<file path="config.mk">
export PLATFORM = sky130hd
export DESIGN_NAME = less_arb
export DESIGN_NICKNAME = d
export VERILOG_FILES = /design/src/rtl/less_arb.sv
export SDC_FILE = /design/constraint.sdc
export NUM_CORES = 1
export LEC_CHECK = 0
export BUFFER_PORTS_ARGS = -buffer_cell sky130_fd_sc_hd__buf_2
export CAP_MARGIN = 20
export CORE_MARGIN = 3
export CORE_UTILIZATION = 51
export CTS_BUF_LIST = sky130_fd_sc_hd__clkbuf_2 sky130_fd_sc_hd__clkbuf_4 sky130_fd_sc_hd__clkbuf_8
export DETAILED_ROUTE_END_ITERATION = 7
export GPL_TIMING_DRIVEN = 0
export PLACE_DENSITY_LB_ADDON = 0.05
export SYNTH_ARGS = -nofsm -noshare
export SYNTH_HDL_FRONTEND = slang
export SYNTH_SLANG_ARGS = --single-unit
export TNS_END_PERCENT = 20
</file>
<file path="constraint.sdc">
create_clock -name clk -period 1.55 [get_ports clk]
set_input_delay 0.3875 -clock clk [delete_from_list [all_inputs] [get_ports clk]]
set_output_delay 0.3875 -clock clk [all_outputs]
set_load 0.02 [all_outputs]
</file>
<file path="src/rtl/less_arb.sv">
// -----------------------------------------------------------------------------
// less_arb
//   Two-requester arbiter in front of a sequential signed less-than comparator.
//   An accepted operand pair flows IDLE -> LOAD -> CMP -> RESP. LOAD captures
//   the operand sign bits and CMP resolves A < B. RESP holds the result until
//   the granted requester takes it. The response appears three cycles after
//   the accept cycle, so at most one transaction completes every four cycles.
//
// Configuration macro:
//   LESS_ARB_FIXED_PRIO_EN  defined   : requester 0 always wins a tie.
//                           undefined : round-robin; on a tie the requester
//                                       not granted last wins.
//
// Parameters:
//   W            operand width in bits, two's complement (W >= 2)
//
// Ports:
//   clk          clock; all state updates on the rising edge
//   rst_n        synchronous active-low reset
//   req0_valid   requester 0 presents an operand pair
//   req0_ready   requester 0's pair is accepted this cycle
//   req0_a/b     requester 0 operands A and B (signed)
//   req1_valid   requester 1 presents an operand pair
//   req1_ready   requester 1's pair is accepted this cycle
//   req1_a/b     requester 1 operands A and B (signed)
//   rsp0_valid   result pending for requester 0
//   rsp0_ready   requester 0 takes the result
//   rsp1_valid   result pending for requester 1
//   rsp1_ready   requester 1 takes the result
//   rsp_lt       1 when A < B (signed); meaningful while a rsp valid is high
//   neg_a/neg_b  sign bits of the latched A / B
//   busy         transaction in flight (FSM not in IDLE)
//   grant_id     requester owning the current transaction
// -----------------------------------------------------------------------------
module less_arb #(
    parameter int W = 6
) (
    input  logic         clk,
    input  logic         rst_n,
    input  logic         req0_valid,
    output logic         req0_ready,
    input  logic [W-1:0] req0_a,
    input  logic [W-1:0] req0_b,
    input  logic         req1_valid,
    output logic         req1_ready,
    input  logic [W-1:0] req1_a,
    input  logic [W-1:0] req1_b,
    output logic         rsp0_valid,
    input  logic         rsp0_ready,
    output logic         rsp1_valid,
    input  logic         rsp1_ready,
    output logic         rsp_lt,
    output logic         neg_a,
    output logic         neg_b,
    output logic         busy,
    output logic         grant_id
);

    typedef enum logic [1:0] {
        IDLE = 2'd0,
        LOAD = 2'd1,
        CMP  = 2'd2,
        RESP = 2'd3
    } state_t;

    state_t         r_state;
    state_t         w_state_next;

    logic [W-1:0]   r_a;
    logic [W-1:0]   r_b;
    logic           r_neg_a;
    logic           r_neg_b;
    logic           r_lt;
    logic           r_grant;

    logic           w_win;
    logic           w_idle;
    logic           w_accept;
    logic           w_rsp_ready;
    logic           w_lt;

    // -------------------------------------------------------------------------
    // Arbitration. w_win names the requester that would be granted this cycle.
    // With no one valid the value is irrelevant because nothing is accepted.
    // -------------------------------------------------------------------------
`ifdef LESS_ARB_FIXED_PRIO_EN
    always_comb begin
        w_win = req0_valid ? 1'b0 : 1'b1;
    end
`else
    logic r_last;   // requester granted most recently

    always_comb begin
        if (req0_valid && req1_valid) begin
            w_win = ~r_last;
        end else begin
            w_win = req0_valid ? 1'b0 : 1'b1;
        end
    end

    // Reset value of 1 lets requester 0 win the first tie.
    always_ff @(posedge clk) begin
        if (!rst_n) begin
            r_last <= 1'b1;
        end else if (w_accept) begin
            r_last <= w_win;
        end
    end
`endif

    // Ready is gated by rst_n so nothing is seen as accepted on a reset edge.
    assign w_idle     = (r_state == IDLE);
    assign req0_ready = rst_n && w_idle && req0_valid && !w_win;
    assign req1_ready = rst_n && w_idle && req1_valid &&  w_win;
    assign w_accept   = req0_ready || req1_ready;

    // -------------------------------------------------------------------------
    // Signed compare without negation. When the signs differ, the negative
    // operand is the smaller one. When the signs match, the raw unsigned order
    // of the two's-complement patterns equals the signed order, which also
    // handles the minimum value. Equal operands give 0.
    // -------------------------------------------------------------------------
    assign w_lt = (r_neg_a != r_neg_b) ? r_neg_a : (r_a < r_b);

    assign w_rsp_ready = r_grant ? rsp1_ready : rsp0_ready;

    // -------------------------------------------------------------------------
    // FSM
    // -------------------------------------------------------------------------
    always_ff @(posedge clk) begin
        if (!rst_n) begin
            r_state <= IDLE;
        end else begin
            r_state <= w_state_next;
        end
    end

    always_comb begin
        w_state_next = r_state;
        case (r_state)
            IDLE: if (w_accept) w_state_next = LOAD;
            LOAD: w_state_next = CMP;
            CMP:  w_state_next = RESP;
            RESP: if (w_rsp_ready) w_state_next = IDLE;
            default: w_state_next = IDLE;
        endcase
    end

    // -------------------------------------------------------------------------
    // Datapath: operands are captured only on acceptance, so input changes
    // while busy cannot disturb the transaction in flight.
    // -------------------------------------------------------------------------
    always_ff @(posedge clk) begin
        if (!rst_n) begin
            r_a     <= '0;
            r_b     <= '0;
            r_grant <= 1'b0;
            r_neg_a <= 1'b0;
            r_neg_b <= 1'b0;
            r_lt    <= 1'b0;
        end else begin
            if (w_accept) begin
                r_grant <= w_win;
                r_a     <= w_win ? req1_a : req0_a;
                r_b     <= w_win ? req1_b : req0_b;
            end
            if (r_state == LOAD) begin
                r_neg_a <= r_a[W-1];
                r_neg_b <= r_b[W-1];
            end
            if (r_state == CMP) begin
                r_lt <= w_lt;
            end
        end
    end

    assign rsp0_valid = (r_state == RESP) && !r_grant;
    assign rsp1_valid = (r_state == RESP) &&  r_grant;
    assign rsp_lt     = r_lt;
    assign neg_a      = r_neg_a;
    assign neg_b      = r_neg_b;
    assign busy       = !w_idle;
    assign grant_id   = r_grant;

endmodule
</file>
* Word-level counts from Yosys, hierarchy flattened
Cells that the tools add are included.
Operators by class: $lt $le $gt $ge 1, equality and inequality tests 6, multiplexer cells 9, bitwise gates (word level) 1, reduce and logical (&&, ||, !) cells 14
Operators by type and width (number):
- 2-to-1 mux 6 bit | 2
- logical AND 1 bit | 8
- one-hot mux 2 bit (4 select lines) | 1
- less-than comparator 6 bit | 1
- equality test 2 bit, second input constant | 2
- 2-to-1 mux 1 bit | 4
- 2-to-1 mux 2 bit | 2
- zero test 1 bit | 3
- equality test 2 x 1 -> 1 bit, second input constant | 1
- zero test 2 bit | 1
- != test 2 x 1 -> 1 bit, second input constant | 1
- != test 2 bit, second input constant | 1
- AND reduction 2 bit | 1
- logical OR 1 bit | 1
- != test 1 bit | 1
- NOT 1 bit | 1
Storage, ports and cells: register bits 19, word-level logic and storage cells 39

* Depth between registers and ports, before layout
Gate-level depths: netlist of the first run.
depth in word-level cells 7, gate-level depth with buffers 7

* Worst setup path before layout of the first run
OpenSTA, ideal clock, no wires.
path type register to output, start register r_state[0], end output req1_ready, arrival time 1.573 ns, required time 1.162 ns, path slack -0.410 ns, stages on the path, launching flop included 5, path buffers 0, cells stage by stage dfxtp_1 inv_1 ha_1 inv_1 nor4_1
On the way: word-level cells in the longest chain between the ends 4
RTL lines:
- start, declared | line 66 | state_t r_state;
- start signal, assigned | line 134 | r_state <= w_state_next;
- zero test 2 bit | line 112 | assign w_idle = (r_state == IDLE);
- logical AND 1 bit (3 in a row) | line 114 | assign req1_ready = rst_n && w_idle && req1_valid && w_win;
- end, declared | line 45 | output logic req1_ready,
Every way passes these cells.

* Final worst setup path of the first run
start input req1_valid, end output req1_ready
On the way: word-level cells in the longest chain between the ends 3, elaborated cells on any way between the ends 4, those cells by class mux: 1; reduce/logical: 3
RTL lines:
- start, declared | line 44 | input logic req1_valid,
- logical AND 1 bit | line 94 | if (req0_valid && req1_valid) begin
- 2-to-1 mux 1 bit | line 94
- logical AND 1 bit (*) | line 114
Every way passes the cells marked *; elsewhere a longest branch is shown, timed or not.

==> results of run 1 <==
## per-stage QoR
step,total power [W],setup slack [ns],setup TNS (ns),hold WS (ns),instance area [um2]
after CTS,0.00223,-0.138,-0.291,0.330,1440
after global placement,0.00178,-0.447,-0.833,0.495,1340
after floorplan,0.00156,-0.0365,-0.0667,0.464,1120
after detailed placement,0.00183,-0.445,-1.04,0.497,1340
final,0.00233,-0.117,-0.225,0.331,1500
after global routing,0.00250,-0.205,-0.463,0.330,1500
## cells in the final DEF, fill, tap and decap left out, types with 2 or more instances in the layout
cell type / instances
inv_1: 6
buf_2: 34
nand2_1: 25
buf_6: 4
ha_4: 2
clkbuf_4: 4
dfxtp_2: 5
a21oi_1: 2
o21ai_0: 2
a21oi_2: 5
a311oi_1: 12
mux2i_1: 4
dfxtp_1: 13
ha_1: 8
inv_4: 4
nor2_1: 17
buf_4: 9
## registers in the layout, indices dropped and copies added, names as in the netlist
signal / flops
neg_a: 1
grant_id: 1
r_state: 2
r_a: 6
r_last: 1
neg_b: 1
rsp_lt: 1
r_b: 6
## kinds of logic after synthesis
| family | synth area share (%) |
|---|---|
| buffers and inverters | 7.76 |
| muxes | 3.71 |
| AOI/OAI and AO/OA | 20.9 |
| DFF | 35.2 |
| and+or+nand+nor | 19.8 |
| adders and majority gates | 12.6 |
## final timing paths
path	endpoint	slack [ns]	cells after the start
setup / recovery	req1_ready	-0.12	6
hold / removal	r_b[1]	0.33	3
setup reg to reg	r_state[1]	0.03	8
hold reg to reg	r_b[1]	0.51	2
## worst max-delay path, stage by stage
cell	delay (ns)
buf_2	0.20
inv_12	0.04
o21ai_4	0.18
inv_4	0.06
nor4_4	0.23
buf_4	0.17
## layout make-up
class / instances / area [um2] / area share [%]
inverter: 12 / 67.6 / 4.52
tap: 27 / 33.8 / 2.26
clock buffer: 3 / 22.5 / 1.51
clock inverter: 1 / 5.00 / 0.334
multi-input combinational: 91 / 687 / 45.9
sequential: 19 / 390 / 26.1
buffer: 3 / 23.8 / 1.59
timing repair buffer: 45 / 267 / 17.8
## timing repair
item | CTS | global route
gates resized for setup | 20 | 15
gates cloned | 0 | 0
buffers inserted | 5 | 2
pin swaps | 4 | 2
endpoints found under the setup margin | 9 | 16
## power groups by stage
stage	logic (W)	registers [W]	clock network, W
2_1_floorplan	0.000809	0.000749	0
3_3_place_gp	0.00104	0.000737	0
3_5_place_dp	0.00108	0.000741	0
4_1_cts	0.00122	0.000753	0.000259
5_1_grt	0.00143	0.000790	0.000281
6_report	0.00130	0.000771	0.000260
## per-layer routing
layer / vias to the layer above / wire (um) / global-route usage, %
li1: 533 / - / -
met4: 0 / 30 / 5.24
met3: 4 / 160 / 3.44
met5: - / 0 / 0
met1: 484 / 1210 / 29.8
met2: 34 / 1270 / 35.4
==> metrics.md, run 1 <==
| Metric | Value |
|---|---|
| Vias per inst | `5.25` |
| Syn Inst Count | `127` |
| Count of input and output buffers | `38` |
| Global-route wire length before repair | `4470 um` |
| RSZ-0062 raised after global routing | `yes` |
| Overall Global Routing Usage | `21.7%` |
| Register share of total power | `33.0%` |
| Post-Route WL | `2670 um` |
| Clock Skew | `0.00192 ns` |
| Utilization after layout | `75.5%` |
| Post-synth EDFFs | `0` |
| WS Path Type | `primary input to primary output` |
| Initial DRC Count | `19` |
| Final min period | `1.67 ns` |
| Final worst-path cycle share | `108%` |
| Root buffer cell | `clkbuf_4` |
| Filler cells | `153` |
| Most frequent cells after synthesis | `nand2_1, dfxtp_1, nor2_1, a311oi_1, ha_1` |
| Finish-stage setup viols | `3` |
| Internal power | `0.00135 W` |
| Pins over their slew limit | `0` |
| Synth Flop Type | `dfxtp_1` |
| Worst VDD drop | `1050 uV` |
| Die X | `52.0 um` |
| Non-Filler Instances | `201` |
| CTS tree | `built` |
| Post-synth top area share | `35.2%` |
| Sequential area share after synthesis | `35.2%` |
| Share of layout cells above drive strength 1 | `46.6%` |
| Synthesis-stage register bit count | `19` |
| Worst hold path startpoint | `req0_b[1]` |
| Failing checks | `negative setup slack` |
| Gr ovfl total | `0` |
| Routability Congestion | `0.822` |
| CTS clk-pin slew, worst paths | `0.12 ns` |
| Critical Path AT | `1.28 ns` |
| Synthesized area per cell | `8.50 um2` |
| Clock Latency Late Sink | `0.30 ns` |
| Yosys cell types | `29` |
| Cell taking the most area after synthesis | `dfxtp_1` |
| Slew Limit Headroom | `84.1%` |
| Die Y | `52.0 um` |
| Sw Ratio | `42.2%` |
| Num ports | `39` |
| Power per cell area | `1560 nW/um2` |
| Ys Warns | `0` |
| Top cells by area, synth | `dfxtp_1, ha_1, a311oi_1` |
| Maximum root-to-sink buffer count | `2` |
| Initial antenna violation count | `0` |
| Slack of the critical path | `-0.117 ns` |
| DRT Pass-1 Iters | `4` |
| Vias after detailed routing | `1,055` |
| Max Cap Viol | `0` |
| P_leak | `0.666 nW` |
| Count of final hold-check violations | `0` |
| Area delta synth->final | `38.6%` |
| Mapped Area | `1080 um2` |
| Sw Pwr | `0.000986 W` |
| Worst R2R Start | `r_state[1]` |
| Post-synth ARST share | `0%` |
| N_diodes | `0` |
| Critical path startpoint | `req1_valid` |
| Number of global-route vias before repair | `991` |
| Core ar. | `1980 um2` |
| Remaining antenna violation count after routing | `0` |
| Hold Path Class | `primary input to flop` |
| Worst-margin pin slew | `0.238 ns` |
| Starting density of the core | `54.5%` |
| Largest net degree at the start of global routing | `14` |
| Peak Freq | `600 MHz` |
| Area of the die | `2710 um2` |
| CTS H-tree lvls | `1` |
| Comb pwr share | `55.8%` |
| Most numerous cell in the Yosys netlist | `nand2_1` |
| Clock share of power | `11.1%` |
| TritonCTS buffer count | `3` |
| Total clock sinks | `19` |
| Startpoint Class | `primary input` |
| Final Net Count | `215` |
| Maximum fanout along the worst path | `4` |
| Outcome | `finished, violations left` |
| DPL Wire Length | `1900 um` |
| Post-DR wirelength/cell | `13.3 um` |
| FP Rows | `16` |
| Cts-stage hold buffer count | `0` |
| Dpl cells | `192` |
| DRC Markers | `0` |
| Setup crit end kind | `primary output` |
| CP Data Required Time | `1.16 ns` |
| Syn nets | `167` |
Note: power is estimated with default switching activity, not from simulation.
==> inputs of run 2 (changes only) <==
Settings changed: CORE_UTILIZATION 51 to 48, CTS_BUF_LIST sky130_fd_sc_hd__clkbuf_2 sky130_fd_sc_hd__clkbuf_4 sky130_fd_sc_hd__clkbuf_8 to default.
==> metrics.md, run 2 (synthesis gave the netlist of run 1 again) <==
| Metric | Value |
|---|---|
| N_diodes | `0` |
| Sequential cell area | `393 um2` |
| Internal power | `0.00138 W` |
| Pins over their slew limit | `0` |
| Clock share of power | `10.9%` |
| Final Hold Slack | `0.332 ns` |
| Slew Limit Headroom | `84.8%` |
| Finish-stage setup viols | `4` |
| Total clock sinks | `19` |
| Initial DRC Count | `24` |
| CTS clk-pin slew, worst paths | `0.12 ns` |
| Count of final hold-check violations | `0` |
| Largest net degree at the start of global routing | `12` |
| Maximum fanout along the worst path | `3` |
| Most common cell after layout, fill and taps aside | `buf_2` |
| Sw Ratio | `41.5%` |
| FP Rows | `16` |
| Worst-margin pin slew | `0.226 ns` |
| Post-Route WL | `2640 um` |
| Largest registers | `r_a: 6 flops, r_b: 6 flops, r_state: 2 flops` |
| Area of the die | `2850 um2` |
| RSZ-0062 raised after global routing | `yes` |
| Setup crit end kind | `primary output` |
| Final worst-path cycle share | `108%` |
| Critical path's slowest cell | `dfxtp_4` |
| DRT Pass-1 Iters | `4` |
| Number of global-route vias before repair | `932` |
| Vias after detailed routing | `1,037` |
| Critical Path AT | `1.29 ns` |
| DPL Wire Length | `1950 um` |
| Crit path largest cell delay | `0.37 ns` |
| Post-DR wirelength/cell | `13.1 um` |
| Worst hold path startpoint | `req0_a[0]` |
| Critical path startpoint | `r_last` |
| Register share of total power | `32.3%` |
| Power per cell area | `1570 nW/um2` |
| CP Data Required Time | `1.16 ns` |
| Comb pwr share | `56.8%` |
| Outcome | `finished, violations left` |
| TritonCTS buffer count | `3` |
| Clock Skew | `0.00955 ns` |
| WS Path Type | `flop to primary output` |
| Final Net Count | `215` |
| Worst path top cell family by delay | `flip-flops` |
| Max Cap Viol | `0` |
| CP Depth | `4` |
| Vias per inst | `5.16` |
| Die X | `53.4 um` |
| Total power draw | `0.00236 W` |
| Initial antenna violation count | `0` |
| Worst VDD drop | `1320 uV` |
| Starting density of the core | `52.9%` |
| Sw Pwr | `0.000978 W` |
| Most frequent cells in the layout | `buf_2, nand2_1, nor2_1` |
| Die Y | `53.4 um` |
| Non-Filler Instances | `201` |
| Overall Global Routing Usage | `19.7%` |
| Dpl cells | `192` |
| Hold Crit Depth | `3` |
| Peak Freq | `596 MHz` |
| Num ports | `39` |
| CTS tree | `built` |
| WP buf/inv | `2` |
| Count of input and output buffers | `38` |
| DRC Markers | `0` |
| Slack of the critical path | `-0.128 ns` |
| Area occupied by multi-input gates | `677 um2` |
| Failing checks | `negative setup slack` |
| Filler cells | `163` |
| Reg2reg path depth | `8` |
| Final min period | `1.68 ns` |
| Cts-stage hold buffer count | `0` |
| Hold Path Class | `primary input to flop` |
| Crit-path cells | `o21ai_4 > inv_4 > nor4_4 > buf_4` |
| Startpoint Class | `flop` |
| P_leak | `0.672 nW` |
| Worst R2R Start | `r_state[0]` |
| CTS H-tree lvls | `1` |
| Remaining antenna violation count after routing | `0` |
| Share of layout cells above drive strength 1 | `44.8%` |
| Root buffer cell | `clkbuf_4` |
| Routability Congestion | `0.853` |
| Global-route wire length before repair | `4170 um` |
| Clock Latency Late Sink | `0.30 ns` |
| Core ar. | `2040 um2` |
| Gr ovfl total | `0` |
| Area delta synth->final | `38.9%` |
| Maximum root-to-sink buffer count | `2` |
==> run 2: cell counts in the layout (fill, tap and decap cells not counted) <==
Identical to the previous run, type by type.
==> run 2: metal layers <==
metal,track usage (%),vias to the layer above,wire length [um]
met1,27.1,475,1160
met2,32.0,26,1330
li1,-,534,-
met4,5.11,0,12
met5,0,-,0
met3,2.54,2,135
==> run 2: layout make-up <==
class | count | area share, %
sequential | 19 | 26.2
multi-input combinational | 91 | 45.1
inverter | 12 | 4.67
clock buffer | 3 | 1.50
timing repair buffer | 45 | 18.1
tap | 27 | 2.25
clock inverter | 1 | 0.334
buffer | 3 | 1.83
==> run 2: worst paths after layout <==
kind	slack (ns)	end
max reg2reg	0.07	r_state[1]
max	-0.13	req1_ready
min	0.33	r_a[0]
min reg2reg	0.51	r_b[3]
==> run 2: power by group through the flow <==
stage	Combinational [W]	Clock, W	Sequential (W)
2_1_floorplan	0.000809	0	0.000749
3_3_place_gp	0.00105	0	0.000738
3_5_place_dp	0.00108	0	0.000743
4_1_cts	0.00120	0.000264	0.000755
5_1_grt	0.00147	0.000290	0.000782
6_report	0.00134	0.000256	0.000762
==> run 2: timing repair <==
action,in CTS,in global routing
setup endpoints to repair,9,17
buffers inserted,4,3
pin swaps,3,4
resized for setup,19,18
==> run 2: stage by stage <==
step	worst slack, ns	TNS [ns]	area, um2	util [%]
2_1_floorplan	-0.0365	-0.0667	1120	-
3_3_place_gp	-0.434	-0.817	1340	65.7
3_5_place_dp	-0.418	-0.991	1340	65.7
4_1_cts	-0.168	-0.355	1440	70.5
5_1_grt	-0.200	-0.677	1500	73.5
6_report	-0.128	-0.394	1500	73.5
==> run 2: worst reg2reg max path, delay by kind of cell, from the launching register on <==
kind                       cells  cell delay (ns)
AOI/OAI and AO/OA              2             0.37
adders and majority gates      1             0.16
buffers and inverters          2             0.18
DFF                            1             0.37
muxes                          1             0.20
and+or+nand+nor                2             0.10
==> inputs of run 3 (changes only) <==
Settings changed: PLACE_DENSITY from default to 0.83, PLACE_DENSITY_LB_ADDON 0.05 to default.
==> metrics.md, run 3 (synthesis gave the netlist of run 1 again) <==
| Metric | Value |
|---|---|
| Count of input and output buffers | `38` |
| CTS H-tree lvls | `1` |
| Peak Freq | `601 MHz` |
| Worst R2R Start | `r_b[5]` |
| Final worst-path cycle share | `107%` |
| DRT Pass-1 Iters | `4` |
| DR WL met2 | `1370 um` |
| RR Endpoint | `rsp_lt` |
| Vias per inst | `5.08` |
| Worst VDD drop | `1210 uV` |
| Maximum fanout along the worst path | `2` |
| Outcome | `finished, violations left` |
| Slew Limit Headroom | `84.3%` |
| Finish-stage setup viols | `2` |
| Global-route wire length before repair | `4410 um` |
| Die X | `53.4 um` |
| Post-Route WL | `2740 um` |
| Area of the die | `2850 um2` |
| Met3 Wirelength | `137 um` |
| Slack of the critical path | `-0.113 ns` |
| Maximum root-to-sink buffer count | `2` |
| CTS clk-pin slew, worst paths | `0.12 ns` |
| Clock Latency Late Sink | `0.30 ns` |
| CTS tree | `built` |
| Area delta synth->final | `37.1%` |
| Gr ovfl total | `0` |
| Initial DRC Count | `25` |
| CP Data Required Time | `1.16 ns` |
| Hold Path Class | `primary input to flop` |
| Final min period | `1.66 ns` |
| Worst-margin pin slew | `0.234 ns` |
| TritonCTS buffer count | `3` |
| Most common cell after layout, fill and taps aside | `buf_2` |
| Final Hold Slack | `0.331 ns` |
| Non-Filler Instances | `200` |
| Vias after detailed routing | `1,016` |
| Post-DR wirelength/cell | `13.7 um` |
| Largest net degree at the start of global routing | `12` |
| Remaining antenna violation count after routing | `0` |
| Die Y | `53.4 um` |
| Total clock sinks | `19` |
| Routability Congestion | `0.832` |
| Worst hold path startpoint | `req0_b[2]` |
| N_diodes | `0` |
| Dpl cells | `192` |
| Cts-stage hold buffer count | `0` |
| Total power draw | `0.00231 W` |
| DPL Wire Length | `1990 um` |
| Failing checks | `negative setup slack` |
| Number of global-route vias before repair | `930` |
| Starting density of the core | `52.9%` |
| Clock Skew | `0.0152 ns` |
| Root buffer cell | `clkbuf_4` |
| Metal-1 WL | `1230 um` |
| Largest registers | `r_a: 6 flops, r_b: 6 flops, r_state: 2 flops` |
| Power per cell area | `1560 nW/um2` |
| P_leak | `0.661 nW` |
| Hold Crit Endpoint | `r_b[2]` |
| Count of final hold-check violations | `0` |
| Hold Crit Depth | `3` |
| Pins over their slew limit | `0` |
| Final Net Count | `214` |
| Max Cap Viol | `0` |
| Worst R2R Setup Slack | `0.03 ns` |
| Critical Path AT | `1.28 ns` |
| Utilization after layout | `72.5%` |
| Most frequent cells in the layout | `buf_2, nand2_1, nor2_1` |
| Setup crit end kind | `primary output` |
| RSZ-0062 raised after global routing | `yes` |
| Overall Global Routing Usage | `21.3%` |
| WS Path Type | `flop to primary output` |
| FP Rows | `16` |
| Share of layout cells above drive strength 1 | `44.5%` |
| Uppermost layer routed | `met3` |
| Startpoint Class | `flop` |
| Core ar. | `2040 um2` |
| Initial antenna violation count | `0` |
| DRC Markers | `0` |
| Num ports | `39` |
| Reg2reg path depth | `6` |
## run 3: layout make-up
cell class,count,area (um2)
clock buffer,3,22.5
sequential,19,390
inverter,12,67.6
fill,165,562
buffer,3,23.8
multi-input combinational,91,682
timing repair buffer,44,255
tap,27,33.8
clock inverter,1,5.00
## run 3: per-layer routing
layer	global-route usage (%)	vias up
met1	29.5	451
met4	7.23	0
met5	0	-
met3	2.54	0
li1	-	533
met2	33.5	32
## run 3: repair_timing
item | CTS | global route
buffers inserted | 5 | 1
gates cloned | 0 | 0
resized for setup | 21 | 10
setup endpoints to repair | 8 | 13
pin swaps | 3 | 5
## run 3: worst max path at each step
stage | start | to | slack [ns] | cells past startpoint
2_1_floorplan | req1_valid | req1_ready | -0.04 | 5
3_3_place_gp | rst_n | req0_ready | -0.40 | 5
3_5_place_dp | rst_n | req0_ready | -0.45 | 5
4_1_cts | r_last | req1_ready | -0.17 | 4
5_1_grt | r_state[1] | req1_ready | -0.17 | 5
6_report | r_last | req1_ready | -0.11 | 4
## run 3: stage by stage
| stage | setup TNS (ns) | area [um2] | setup slack [ns] |
|---|---|---|---|
| 6_report | -0.205 | 1480 | -0.113 |
| 5_1_grt | -0.503 | 1480 | -0.174 |
| 4_1_cts | -0.330 | 1440 | -0.173 |
| 3_5_place_dp | -1.06 | 1340 | -0.452 |
| 2_1_floorplan | -0.0667 | 1120 | -0.0365 |
| 3_3_place_gp | -0.775 | 1340 | -0.401 |
## run 3: power by group
group          leakage (nW)  internal (W)  switching, W  total (W)
logic                 0.485      0.000591      0.000689    0.00128
clock network        0.0177     0.0000961      0.000157   0.000253
registers             0.158      0.000645      0.000131   0.000775
## run 3: critical path, stage by stage (launching register included)
cell and delay [ns]:
dfxtp_2 0.35, o21ai_4 0.16, inv_4 0.06, nor4_4 0.24
buf_4 0.18
